$ cat config.mk
export PLATFORM = sky130hd
export DESIGN_NAME = csr_access_controller_flat
export DESIGN_NICKNAME = d
export VERILOG_FILES = /design/src/rtl/csr_bus_pkg.sv /design/src/rtl/csr_access_controller_if.sv /design/src/rtl/csr_write_data_alu.sv /design/src/rtl/csr_access_controller.sv /design/src/flat_wrapper.sv
export SDC_FILE = /design/constraint.sdc
export NUM_CORES = 1
export LEC_CHECK = 0
export ABC_AREA = 0
export CAP_MARGIN = 30
export CORE_MARGIN = 4
export CORE_UTILIZATION = 45
export CTS_CLUSTER_DIAMETER = 150
export DETAILED_ROUTE_END_ITERATION = 10
export PLACE_DENSITY = 0.92
export SLEW_MARGIN = 30
export SYNTH_ARGS = -nofsm -noshare
export SYNTH_HDL_FRONTEND = slang
export SYNTH_HIERARCHICAL = 1
export SYNTH_SLANG_ARGS = --single-unit
$ cat constraint.sdc
create_clock -name clk -period 1.9 [get_ports clk]
set_clock_uncertainty 0.2 [all_clocks]
set_input_delay 0.38 -clock clk [delete_from_list [all_inputs] [get_ports clk]]
set_output_delay 0.38 -clock clk [all_outputs]
set_load 0.005 [all_outputs]
$ cat src/rtl/csr_bus_pkg.sv
// rtl/csr_bus_pkg.sv - shared CSR bus types, op codes, state encodings and address helpers
//
// Holds everything the CSR initiator and its helpers agree on: the bus widths,
// the CSRRW/CSRRS/CSRRC op encoding, the controller state encoding and the
// read-only address-space check (CSR address bits [11:10] == 2'b11).
package csr_bus_pkg;

    localparam int CSR_ADDR_W = 12;
    localparam int CSR_DATA_W = 32;

    typedef logic [CSR_ADDR_W-1:0] csr_addr_t;
    typedef logic [CSR_DATA_W-1:0] csr_data_t;

    typedef enum logic [1:0] {
        CSR_OP_RESERVED = 2'b00,
        CSR_OP_RW       = 2'b01,
        CSR_OP_RS       = 2'b10,
        CSR_OP_RC       = 2'b11
    } csr_op_e;

    typedef enum logic [1:0] {
        ST_IDLE    = 2'b00,
        ST_READ    = 2'b01,
        ST_WRITE   = 2'b10,
        ST_RESPOND = 2'b11
    } csr_state_e;

    // Top two address bits select the read-only CSR space.
    localparam logic [1:0] CSR_RO_SPACE = 2'b11;

    function automatic logic csr_is_read_only(input csr_addr_t addr);
        return addr[CSR_ADDR_W-1 -: 2] == CSR_RO_SPACE;
    endfunction

endpackage

$ cat src/rtl/csr_access_controller_if.sv
// rtl/csr_access_controller_if.sv - request, response and CSR bus signals of the CSR initiator
//
// master : the controller side (takes requests, drives the CSR bus, returns responses)
// slave  : the environment side (execute stage, pipeline and CSR responders)
//   request  : reqValid/reqReady, reqOp, reqAddress, reqWriteData, reqWriteSuppress
//   response : rspValid/rspReady, rspData, rspIllegal
//   CSR bus  : csrReadEnable/Address, csrReadData, csrRequestOutput,
//              csrWriteEnable/Address/Data
interface csr_access_controller_if;
    import csr_bus_pkg::*;

    logic      reqValid;
    logic      reqReady;
    logic [1:0] reqOp;
    csr_addr_t reqAddress;
    csr_data_t reqWriteData;
    logic      reqWriteSuppress;

    logic      rspValid;
    logic      rspReady;
    csr_data_t rspData;
    logic      rspIllegal;

    logic      csrReadEnable;
    csr_addr_t csrReadAddress;
    csr_data_t csrReadData;
    logic      csrRequestOutput;
    logic      csrWriteEnable;
    csr_addr_t csrWriteAddress;
    csr_data_t csrWriteData;

    modport master (
        input  reqValid, reqOp, reqAddress, reqWriteData, reqWriteSuppress,
        output reqReady,
        output rspValid, rspData, rspIllegal,
        input  rspReady,
        output csrReadEnable, csrReadAddress,
        input  csrReadData, csrRequestOutput,
        output csrWriteEnable, csrWriteAddress, csrWriteData
    );

    modport slave (
        output reqValid, reqOp, reqAddress, reqWriteData, reqWriteSuppress,
        input  reqReady,
        input  rspValid, rspData, rspIllegal,
        output rspReady,
        input  csrReadEnable, csrReadAddress,
        output csrReadData, csrRequestOutput,
        input  csrWriteEnable, csrWriteAddress, csrWriteData
    );

endinterface

$ cat src/rtl/csr_write_data_alu.sv
// rtl/csr_write_data_alu.sv - combinational read-modify-write merge for CSRRW/CSRRS/CSRRC
//
// op         in  CSR op code
// old_value  in  value read from the CSR bus
// write_data in  rs1 value or zero-extended zimm
// merged     out value to place on the write bus (0 for the reserved op)
module csr_write_data_alu
    import csr_bus_pkg::*;
(
    input  csr_op_e   op,
    input  csr_data_t old_value,
    input  csr_data_t write_data,
    output csr_data_t merged
);

    always_comb begin
        merged = '0;
        case (op)
            CSR_OP_RW: merged = write_data;
            CSR_OP_RS: merged = old_value | write_data;
            CSR_OP_RC: merged = old_value & ~write_data;
            default:   merged = '0;
        endcase
    end

endmodule

$ cat src/rtl/csr_access_controller.sv
// rtl/csr_access_controller.sv - CSR bus initiator: read, legality check, RMW write, response
//
// clk  in  core clock
// rst  in  asynchronous active-low reset
// bus  csr_access_controller_if.master : request, response and CSR bus signals
//
// One access at a time: IDLE accepts, READ strobes the bus and samples the
// OR-combined data/hit, WRITE (only for a legal access that needs one) issues
// a single-cycle write strobe, RESPOND holds the result until consumed.
module csr_access_controller
    import csr_bus_pkg::*;
(
    input  logic                          clk,
    input  logic                          rst,
    csr_access_controller_if.master       bus
);

    csr_state_e state_q, state_d;
    csr_op_e    op_q, op_d;
    csr_addr_t  addr_q, addr_d;
    csr_data_t  wdata_q, wdata_d;
    logic       suppress_q, suppress_d;
    csr_data_t  old_q, old_d;
    logic       illegal_q, illegal_d;

    csr_data_t  merged;
    logic       write_needed;
    logic       access_illegal;
    logic       req_ready;
    logic       rsp_valid;
    logic       rd_en;
    csr_addr_t  rd_addr;
    logic       wr_en;
    csr_addr_t  wr_addr;
    csr_data_t  wr_data;

    csr_write_data_alu u_alu (
        .op         (op_q),
        .old_value  (old_q),
        .write_data (wdata_q),
        .merged     (merged)
    );

    always_comb begin
        state_d    = state_q;
        op_d       = op_q;
        addr_d     = addr_q;
        wdata_d    = wdata_q;
        suppress_d = suppress_q;
        old_d      = old_q;
        illegal_d  = illegal_q;
        req_ready  = 1'b0;
        rsp_valid  = 1'b0;
        rd_en      = 1'b0;
        rd_addr    = '0;
        wr_en      = 1'b0;
        wr_addr    = '0;
        wr_data    = '0;

        // RS/RC with an x0/zero source only read; RW always writes.
        write_needed = (op_q == CSR_OP_RW) ||
                       (((op_q == CSR_OP_RS) || (op_q == CSR_OP_RC)) && !suppress_q);
        access_illegal = (op_q == CSR_OP_RESERVED) || !bus.csrRequestOutput ||
                         (write_needed && csr_is_read_only(addr_q));

        case (state_q)
            ST_IDLE: begin
                req_ready = 1'b1;
                if (bus.reqValid) begin
                    op_d       = csr_op_e'(bus.reqOp);
                    addr_d     = bus.reqAddress;
                    wdata_d    = bus.reqWriteData;
                    suppress_d = bus.reqWriteSuppress;
                    state_d    = ST_READ;
                end
            end
            ST_READ: begin
                rd_en     = 1'b1;
                rd_addr   = addr_q;
                illegal_d = access_illegal;
                old_d     = access_illegal ? '0 : bus.csrReadData;
                if (access_illegal || !write_needed) begin
                    state_d = ST_RESPOND;
                end else begin
                    state_d = ST_WRITE;
                end
            end
            ST_WRITE: begin
                wr_en   = 1'b1;
                wr_addr = addr_q;
                wr_data = merged;
                state_d = ST_RESPOND;
            end
            ST_RESPOND: begin
                rsp_valid = 1'b1;
                if (bus.rspReady) begin
                    state_d = ST_IDLE;
                end
            end
            default: state_d = ST_IDLE;
        endcase
    end

    always_ff @(posedge clk or negedge rst) begin
        if (!rst) begin
            state_q    <= ST_IDLE;
            op_q       <= CSR_OP_RESERVED;
            addr_q     <= '0;
            wdata_q    <= '0;
            suppress_q <= 1'b0;
            old_q      <= '0;
            illegal_q  <= 1'b0;
        end else begin
            state_q    <= state_d;
            op_q       <= op_d;
            addr_q     <= addr_d;
            wdata_q    <= wdata_d;
            suppress_q <= suppress_d;
            old_q      <= old_d;
            illegal_q  <= illegal_d;
        end
    end

    // Reset already parks the FSM in IDLE; masking with rst keeps reqReady low
    // while reset is still asserted.
    assign bus.reqReady        = req_ready & rst;
    assign bus.rspValid        = rsp_valid;
    assign bus.rspData         = rsp_valid ? old_q : '0;
    assign bus.rspIllegal      = rsp_valid & illegal_q;
    assign bus.csrReadEnable   = rd_en;
    assign bus.csrReadAddress  = rd_addr;
    assign bus.csrWriteEnable  = wr_en;
    assign bus.csrWriteAddress = wr_addr;
    assign bus.csrWriteData    = wr_data;

endmodule

$ cat src/flat_wrapper.sv
// flat-port wrapper written by rule: the top's interface ports become plain ports
module csr_access_controller_flat import csr_bus_pkg::*;
  (clk, rst, bus_reqValid, bus_reqOp, bus_reqAddress, bus_reqWriteData, bus_reqWriteSuppress, bus_reqReady, bus_rspValid, bus_rspData, bus_rspIllegal, bus_rspReady, bus_csrReadEnable, bus_csrReadAddress, bus_csrReadData, bus_csrRequestOutput, bus_csrWriteEnable, bus_csrWriteAddress, bus_csrWriteData);
  csr_access_controller_if bus_i ();
  input  logic clk;
  input  logic rst;
  input wire logic [$bits(bus_i.reqValid)-1:0] bus_reqValid;
  input wire logic [$bits(bus_i.reqOp)-1:0] bus_reqOp;
  input wire logic [$bits(bus_i.reqAddress)-1:0] bus_reqAddress;
  input wire logic [$bits(bus_i.reqWriteData)-1:0] bus_reqWriteData;
  input wire logic [$bits(bus_i.reqWriteSuppress)-1:0] bus_reqWriteSuppress;
  output wire logic [$bits(bus_i.reqReady)-1:0] bus_reqReady;
  output wire logic [$bits(bus_i.rspValid)-1:0] bus_rspValid;
  output wire logic [$bits(bus_i.rspData)-1:0] bus_rspData;
  output wire logic [$bits(bus_i.rspIllegal)-1:0] bus_rspIllegal;
  input wire logic [$bits(bus_i.rspReady)-1:0] bus_rspReady;
  output wire logic [$bits(bus_i.csrReadEnable)-1:0] bus_csrReadEnable;
  output wire logic [$bits(bus_i.csrReadAddress)-1:0] bus_csrReadAddress;
  input wire logic [$bits(bus_i.csrReadData)-1:0] bus_csrReadData;
  input wire logic [$bits(bus_i.csrRequestOutput)-1:0] bus_csrRequestOutput;
  output wire logic [$bits(bus_i.csrWriteEnable)-1:0] bus_csrWriteEnable;
  output wire logic [$bits(bus_i.csrWriteAddress)-1:0] bus_csrWriteAddress;
  output wire logic [$bits(bus_i.csrWriteData)-1:0] bus_csrWriteData;
  assign bus_i.reqValid = bus_reqValid;
  assign bus_i.reqOp = bus_reqOp;
  assign bus_i.reqAddress = bus_reqAddress;
  assign bus_i.reqWriteData = bus_reqWriteData;
  assign bus_i.reqWriteSuppress = bus_reqWriteSuppress;
  assign bus_reqReady = bus_i.reqReady;
  assign bus_rspValid = bus_i.rspValid;
  assign bus_rspData = bus_i.rspData;
  assign bus_rspIllegal = bus_i.rspIllegal;
  assign bus_i.rspReady = bus_rspReady;
  assign bus_csrReadEnable = bus_i.csrReadEnable;
  assign bus_csrReadAddress = bus_i.csrReadAddress;
  assign bus_i.csrReadData = bus_csrReadData;
  assign bus_i.csrRequestOutput = bus_csrRequestOutput;
  assign bus_csrWriteEnable = bus_i.csrWriteEnable;
  assign bus_csrWriteAddress = bus_i.csrWriteAddress;
  assign bus_csrWriteData = bus_i.csrWriteData;
  csr_access_controller u_core (.clk(clk), .rst(rst), .bus(bus_i));
endmodule
Yosys cells after proc, flatten, opt, wreduce, memory -nomap -nowiden
Index checks and enable logic that the tools add are counted.
{"block": "classes", "n_eq_ne": 9, "reduce_logical": 14, "n_mux": 14, "n_bitwise": 5}
{"operator": "32-bit 2-to-1 mux", "n": 3}
{"operator": "32-bit case mux with 3 select lines", "n": 1}
{"operator": "32-bit AND", "n": 1}
{"operator": "32-bit NOT", "n": 1}
{"operator": "32-bit bitwise OR", "n": 1}
{"operator": "12-bit 2-to-1 mux", "n": 2}
{"operator": "2-bit equality test, second input constant", "n": 5}
{"operator": "2-bit case mux with 4 select lines", "n": 1}
{"operator": "1-bit logical OR", "n": 5}
{"operator": "1-bit 2-to-1 mux", "n": 5}
{"operator": "2-bit by 1-bit equality test with 1-bit output, second input constant", "n": 2}
{"operator": "2-bit zero test", "n": 2}
{"operator": "2-bit 2-to-1 mux", "n": 2}
{"operator": "2-bit inequality test, second input constant", "n": 2}
{"operator": "2-bit AND reduction", "n": 2}
{"operator": "1-bit zero test", "n": 3}
{"operator": "1-bit AND", "n": 2}
{"operator": "1-bit logical AND", "n": 2}
{"block": "word_totals", "inputBits": 84, "regBits": 82, "output_inout_bits": 93}

Depth between registers and ports, before layout
{"block": "logic_depth", "depth_word": 9, "mapped_depth": 7, "ltp_nobuf": 5}

Hierarchy
The synthesis kept the hierarchy.
{"mod": "csr_access_controller", "instances": 1, "cells_each": 328, "area_per_inst_um2": 4000.1}
{"mod": "csr_write_data_alu", "instances": 1, "cells_each": 109, "area_per_inst_um2": 810.8}

Worst setup path after synthesis
OpenSTA, ideal clock, no wires.
{"block": "synth_timing", "path_type": "register to output", "from": "register u_core.state_q[1]", "to": "output bus_csrReadAddress[11]", "slack_ns": 0.047, "n_path_buf": 2, "arrival_ns": 1.273, "t_required_ns": 1.320, "path_stages_with_launch": 6, "path_cell_list": "dfrtp_1 -> inv_1 -> ha_1 -> buf_2 -> clkbuf_1 -> and2_1"}
{"block": "synth_via", "elab_chain_cells": 2}
{"element": "from (decl)", "line_no": "csr_access_controller.sv:18", "rtl": "csr_state_e state_q, state_d;"}
{"element": "from (signal assigned)", "line_no": "csr_access_controller.sv:114", "rtl": "state_q <= state_d;"}
{"element": "2-bit by 1-bit equality test with 1-bit output", "line_no": "csr_access_controller.sv:66", "rtl": "case (state_q)"}
{"element": "12-bit 2-to-1 mux", "line_no": "csr_access_controller.sv:66"}
{"element": "to (decl)", "line_no": "flat_wrapper.sv:18", "rtl": "output wire logic [$bits(bus_i.csrReadAddress)-1:0] bus_csrReadAddress;"}
No other way between the ends.

Worst setup path in the final report
{"block": "layout_timing", "from": "register u_core.op_q[0]", "to": "output bus_csrWriteData[8]"}
{"block": "layout_via", "elab_chain_cells": 3, "word_cells_on_any_way": 5}
{"element": "from (decl)", "line_no": "csr_access_controller.sv:19", "rtl": "csr_op_e op_q, op_d;"}
{"element": "from (signal assigned)", "line_no": "csr_access_controller.sv:115", "rtl": "op_q <= op_d;"}
{"element": "2-bit equality test or 2-bit by 1-bit equality test with 1-bit output (tied branches)", "line_no": "csr_write_data_alu.sv:18", "rtl": "case (op)"}
{"element": "32-bit case mux with 3 select lines (*)", "line_no": "csr_write_data_alu.sv:18"}
{"element": "via u_core.merged[8]", "line_no": "csr_access_controller.sv:26", "rtl": "csr_data_t merged;"}
{"element": "32-bit 2-to-1 mux (*)", "line_no": "csr_access_controller.sv:66"}
{"element": "to (decl)", "line_no": "flat_wrapper.sv:23", "rtl": "output wire logic [$bits(bus_i.csrWriteData)-1:0] bus_csrWriteData;"}
Mark *: on every way through the listed nets, which the timed path passes. The rest lies on a longest branch.

==> run metrics <==
antenna violation net count after detailed routing=0; Worst-Skew Late Latency=0.36 ns; antenna cell count=0; Cell Count, Final, Fillers Out=811; critical path launch point type=register; H-tree level count=3; final net count=761; routed vias=4462; post-layout utilization of the core=80.1%; power density normalized to cell area=1760 nW/um2; RSZ-0062 raised after global routing=yes; total DRC errors in the routed layout=0; worst setup timing slack at the placement stage=-0.296 ns; share of synthesized area occupied by flip-flops and latches=42.7%; largest net degree at the start of global routing=83; floorplan die height=111 um; initial antenna violation count=0; total grt overflow=0; post-DR wirelength/cell=22.5 um; Total Neg Setup Slack=-28.29 ns; Worst Reg2Reg Path Length in Cells=7; kind of path behind the tightest hold check=in2async; Die ar.=12400 um2; TritonCTS clock tree=built; sum of internal, switching and leakage power=14.6 mW; clock sinks=82; standard-cell row count=37; headroom to the max-slew limit=49.1%; final worst path period share=120%; number of flip-flops and latches in the synthesized netlist=82; core area=10400 um2; arrival time of data at the critical path endpoint=1.69 ns; number of global-route vias before repair=4492; Gate Count Post-Synth=437; number of hold-repair buffers added at the cts stage=0; Initial Util=46.4%; routed wire length=18300 um; leakage power=4.00 nW; failing checks=negative hold slack, negative setup slack; quantity of I/O buffers inserted on ports=176; launch point of the critical path=u_core/op_q[0]; number of filler instances in the final layout=598; fraction of final layout cells sized beyond drive strength 1=49.0%; global routing usage summed across all routing layers=24.4%; worst-case hold slack=-0.0228 ns; Via density=5.50; worst setup path endpoint=bus_csrWriteData[8]; outcome=complete, but fails checks; number of pins with negative max-slew slack in the final report=0; number of top-level design ports=177; largest driver fanout on the critical path=8; achievable frequency=440 MHz; Ys Warns=6; largest voltage drop on the vdd net=892 uV; worst setup path class=reg2out; number of violations of the max-capacitance limit=0; clock transition time at the flip-flop clock pins of the worst setup and hold paths=0.09 ns; Placed Area=6910 um2; first-pass iteration count of the detailed router=5; Synth Cell Area=4810 um2; estimated wirelength of the detail-placed design=10200 um; number of buffers created by CTS=9; cell total after placement=755; Setup WS post-layout=-0.375 ns; layout-stage area growth over the synthesis result=72.6%; Slew @ Worst Pin=0.763 ns; total nets after synthesis=526; startpoint of the most critical register-to-register path=u_core/state_q[1]; number of DRC markers in iteration 0=344; FF-to-FF setup slack=-0.18 ns; total of endpoints with negative setup slack in the final report=143; worst path required time=1.32 ns; final hold violations=22; synth unique cells=27; Mapped Avg Cell Area=11.0 um2; minimum clock period after layout=2.27 ns; root buf cell=sky130_fd_sc_hd__clkbuf_8; GPL Wtd Cong=0.834; Worst Setup End Kind=primary output; overall die width=111 um; Post-Layout Inst Area=8300 um2; Critical R2R Capture=u_core/state_q[0]; clock buffer depth=2; global-route wire length before repair=24200 um
==> cell families (layout without fill, tap and decap cells) <==
kind of cell / Yosys count / count (layout) / synth area share [%]
compound gates: 70 / 70 / 12.8
simple gates: 132 / 132 / 15.6
buf+inv: 68 / 306 / 7.31
mux: 80 / 80 / 20.3
flops: 82 / 82 / 42.7
fa+ha+maj: 5 / 5 / 1.30
==> worst min-delay path by stage <==
| stage | from | end | cells after the start |
|---|---|---|---|
| 2_1_floorplan | rst | u_core/addr_q[0] | 0 |
| 3_3_place_gp | u_core/illegal_q | u_core/illegal_q | 1 |
| 3_5_place_dp | u_core/old_q[31] | u_core/old_q[31] | 1 |
| 4_1_cts | rst | u_core/old_q[18] | 2 |
| 5_1_grt | rst | u_core/state_q[0] | 2 |
| 6_report | rst | u_core/wdata_q[17] | 2 |
==> synth_stat cells <==
| master | n | area (um2) |
|---|---|---|
| sky130_fd_sc_hd__buf_1 | 1 | 3.75 |
| sky130_fd_sc_hd__buf_2 | 8 | 40.0 |
| sky130_fd_sc_hd__clkbuf_1 | 13 | 48.8 |
| sky130_fd_sc_hd__o41a_1 | 1 | 11.3 |
| sky130_fd_sc_hd__a31oi_1 | 1 | 6.26 |
| sky130_fd_sc_hd__or2_4 | 1 | 8.76 |
| sky130_fd_sc_hd__a22o_1 | 31 | 272 |
| sky130_fd_sc_hd__o31ai_1 | 1 | 7.51 |
| sky130_fd_sc_hd__buf_4 | 1 | 7.51 |
| sky130_fd_sc_hd__o2bb2ai_2 | 1 | 15.0 |
| sky130_fd_sc_hd__o21ai_2 | 1 | 8.76 |
| sky130_fd_sc_hd__buf_6 | 11 | 124 |
| sky130_fd_sc_hd__dfrtp_1 | 82 | 2050 |
| sky130_fd_sc_hd__and2_1 | 88 | 551 |
| sky130_fd_sc_hd__a2bb2oi_2 | 1 | 15.0 |
| sky130_fd_sc_hd__o2bb2ai_1 | 31 | 272 |
| sky130_fd_sc_hd__and2_2 | 3 | 22.5 |
| sky130_fd_sc_hd__nand2_1 | 35 | 131 |
| sky130_fd_sc_hd__mux2_2 | 18 | 203 |
| sky130_fd_sc_hd__nor2b_4 | 1 | 13.8 |
| sky130_fd_sc_hd__o21ai_1 | 2 | 10.0 |
| sky130_fd_sc_hd__mux2i_1 | 31 | 310 |
| sky130_fd_sc_hd__inv_1 | 34 | 128 |
| sky130_fd_sc_hd__mux2_4 | 31 | 465 |
| sky130_fd_sc_hd__ha_1 | 5 | 62.6 |
| sky130_fd_sc_hd__nor2b_1 | 3 | 18.8 |
| sky130_fd_sc_hd__nor2_1 | 1 | 3.75 |
==> layout by cell type, fill, tap and decap left out, types with 12 or more instances in the layout <==
master,n
sky130_fd_sc_hd__buf_6,82
sky130_fd_sc_hd__mux2i_1,30
sky130_fd_sc_hd__buf_12,17
sky130_fd_sc_hd__buf_2,16
sky130_fd_sc_hd__clkbuf_8,12
sky130_fd_sc_hd__and2_1,19
sky130_fd_sc_hd__and2_4,72
sky130_fd_sc_hd__nand2_1,34
sky130_fd_sc_hd__o2bb2ai_1,29
sky130_fd_sc_hd__buf_4,22
sky130_fd_sc_hd__clkdlybuf4s50_1,82
sky130_fd_sc_hd__mux2_4,48
sky130_fd_sc_hd__clkbuf_2,14
sky130_fd_sc_hd__dfrtp_1,80
sky130_fd_sc_hd__inv_1,31
sky130_fd_sc_hd__a22o_1,31
==> repair_timing <==
item / in CTS / in global routing
setup buffers: 10 / 13
pin swaps: 23 / 34
gates resized for setup: 369 / 225
setup endpoints to repair: 142 / 174
gates cloned: 9 / 12
==> worst max-delay path, stage by stage, from the launching register on <==
cell and delay, ns:
sky130_fd_sc_hd__dfrtp_1 0.41, sky130_fd_sc_hd__nor2b_4 0.16, sky130_fd_sc_hd__buf_12 0.13, sky130_fd_sc_hd__buf_12 0.13
sky130_fd_sc_hd__a22o_1 0.23, sky130_fd_sc_hd__and2_1 0.15, sky130_fd_sc_hd__buf_2 0.12
==> sequential cells by signal, indices dropped and copies added (netlist names) <==
signal / cells
u_core/old_q: 32
u_core/state_q: 2
u_core/wdata_q: 32
u_core/addr_q: 12
u_core/illegal_q: 1
u_core/suppress_q: 1
u_core/op_q: 2
==> final cells by class <==
type	instances	area (um2)	share of cell area (%)
tap	136	170	2.05
clock buffer	12	165	1.99
multi-input combinational	287	2770	33.3
clock inverter	2	60.1	0.723
sequential	82	2050	24.7
inverter	34	145	1.75
timing repair buffer	258	2940	35.4
==> report_power, final <==
part           switching, mW  internal (mW)
registers              0.952           2.64
clock network          0.628          0.835
logic                   3.71           5.84
==> metal layers <==
metal	up-vias	global-route usage (%)	routed length [um]
li1	1961	-	-
met1	2242	29.9	6920
met2	217	42.6	9560
met3	42	6.20	1310
met4	0	7.06	482
met5	-	0	0
Note: power is estimated with default switching activity, not from simulation.
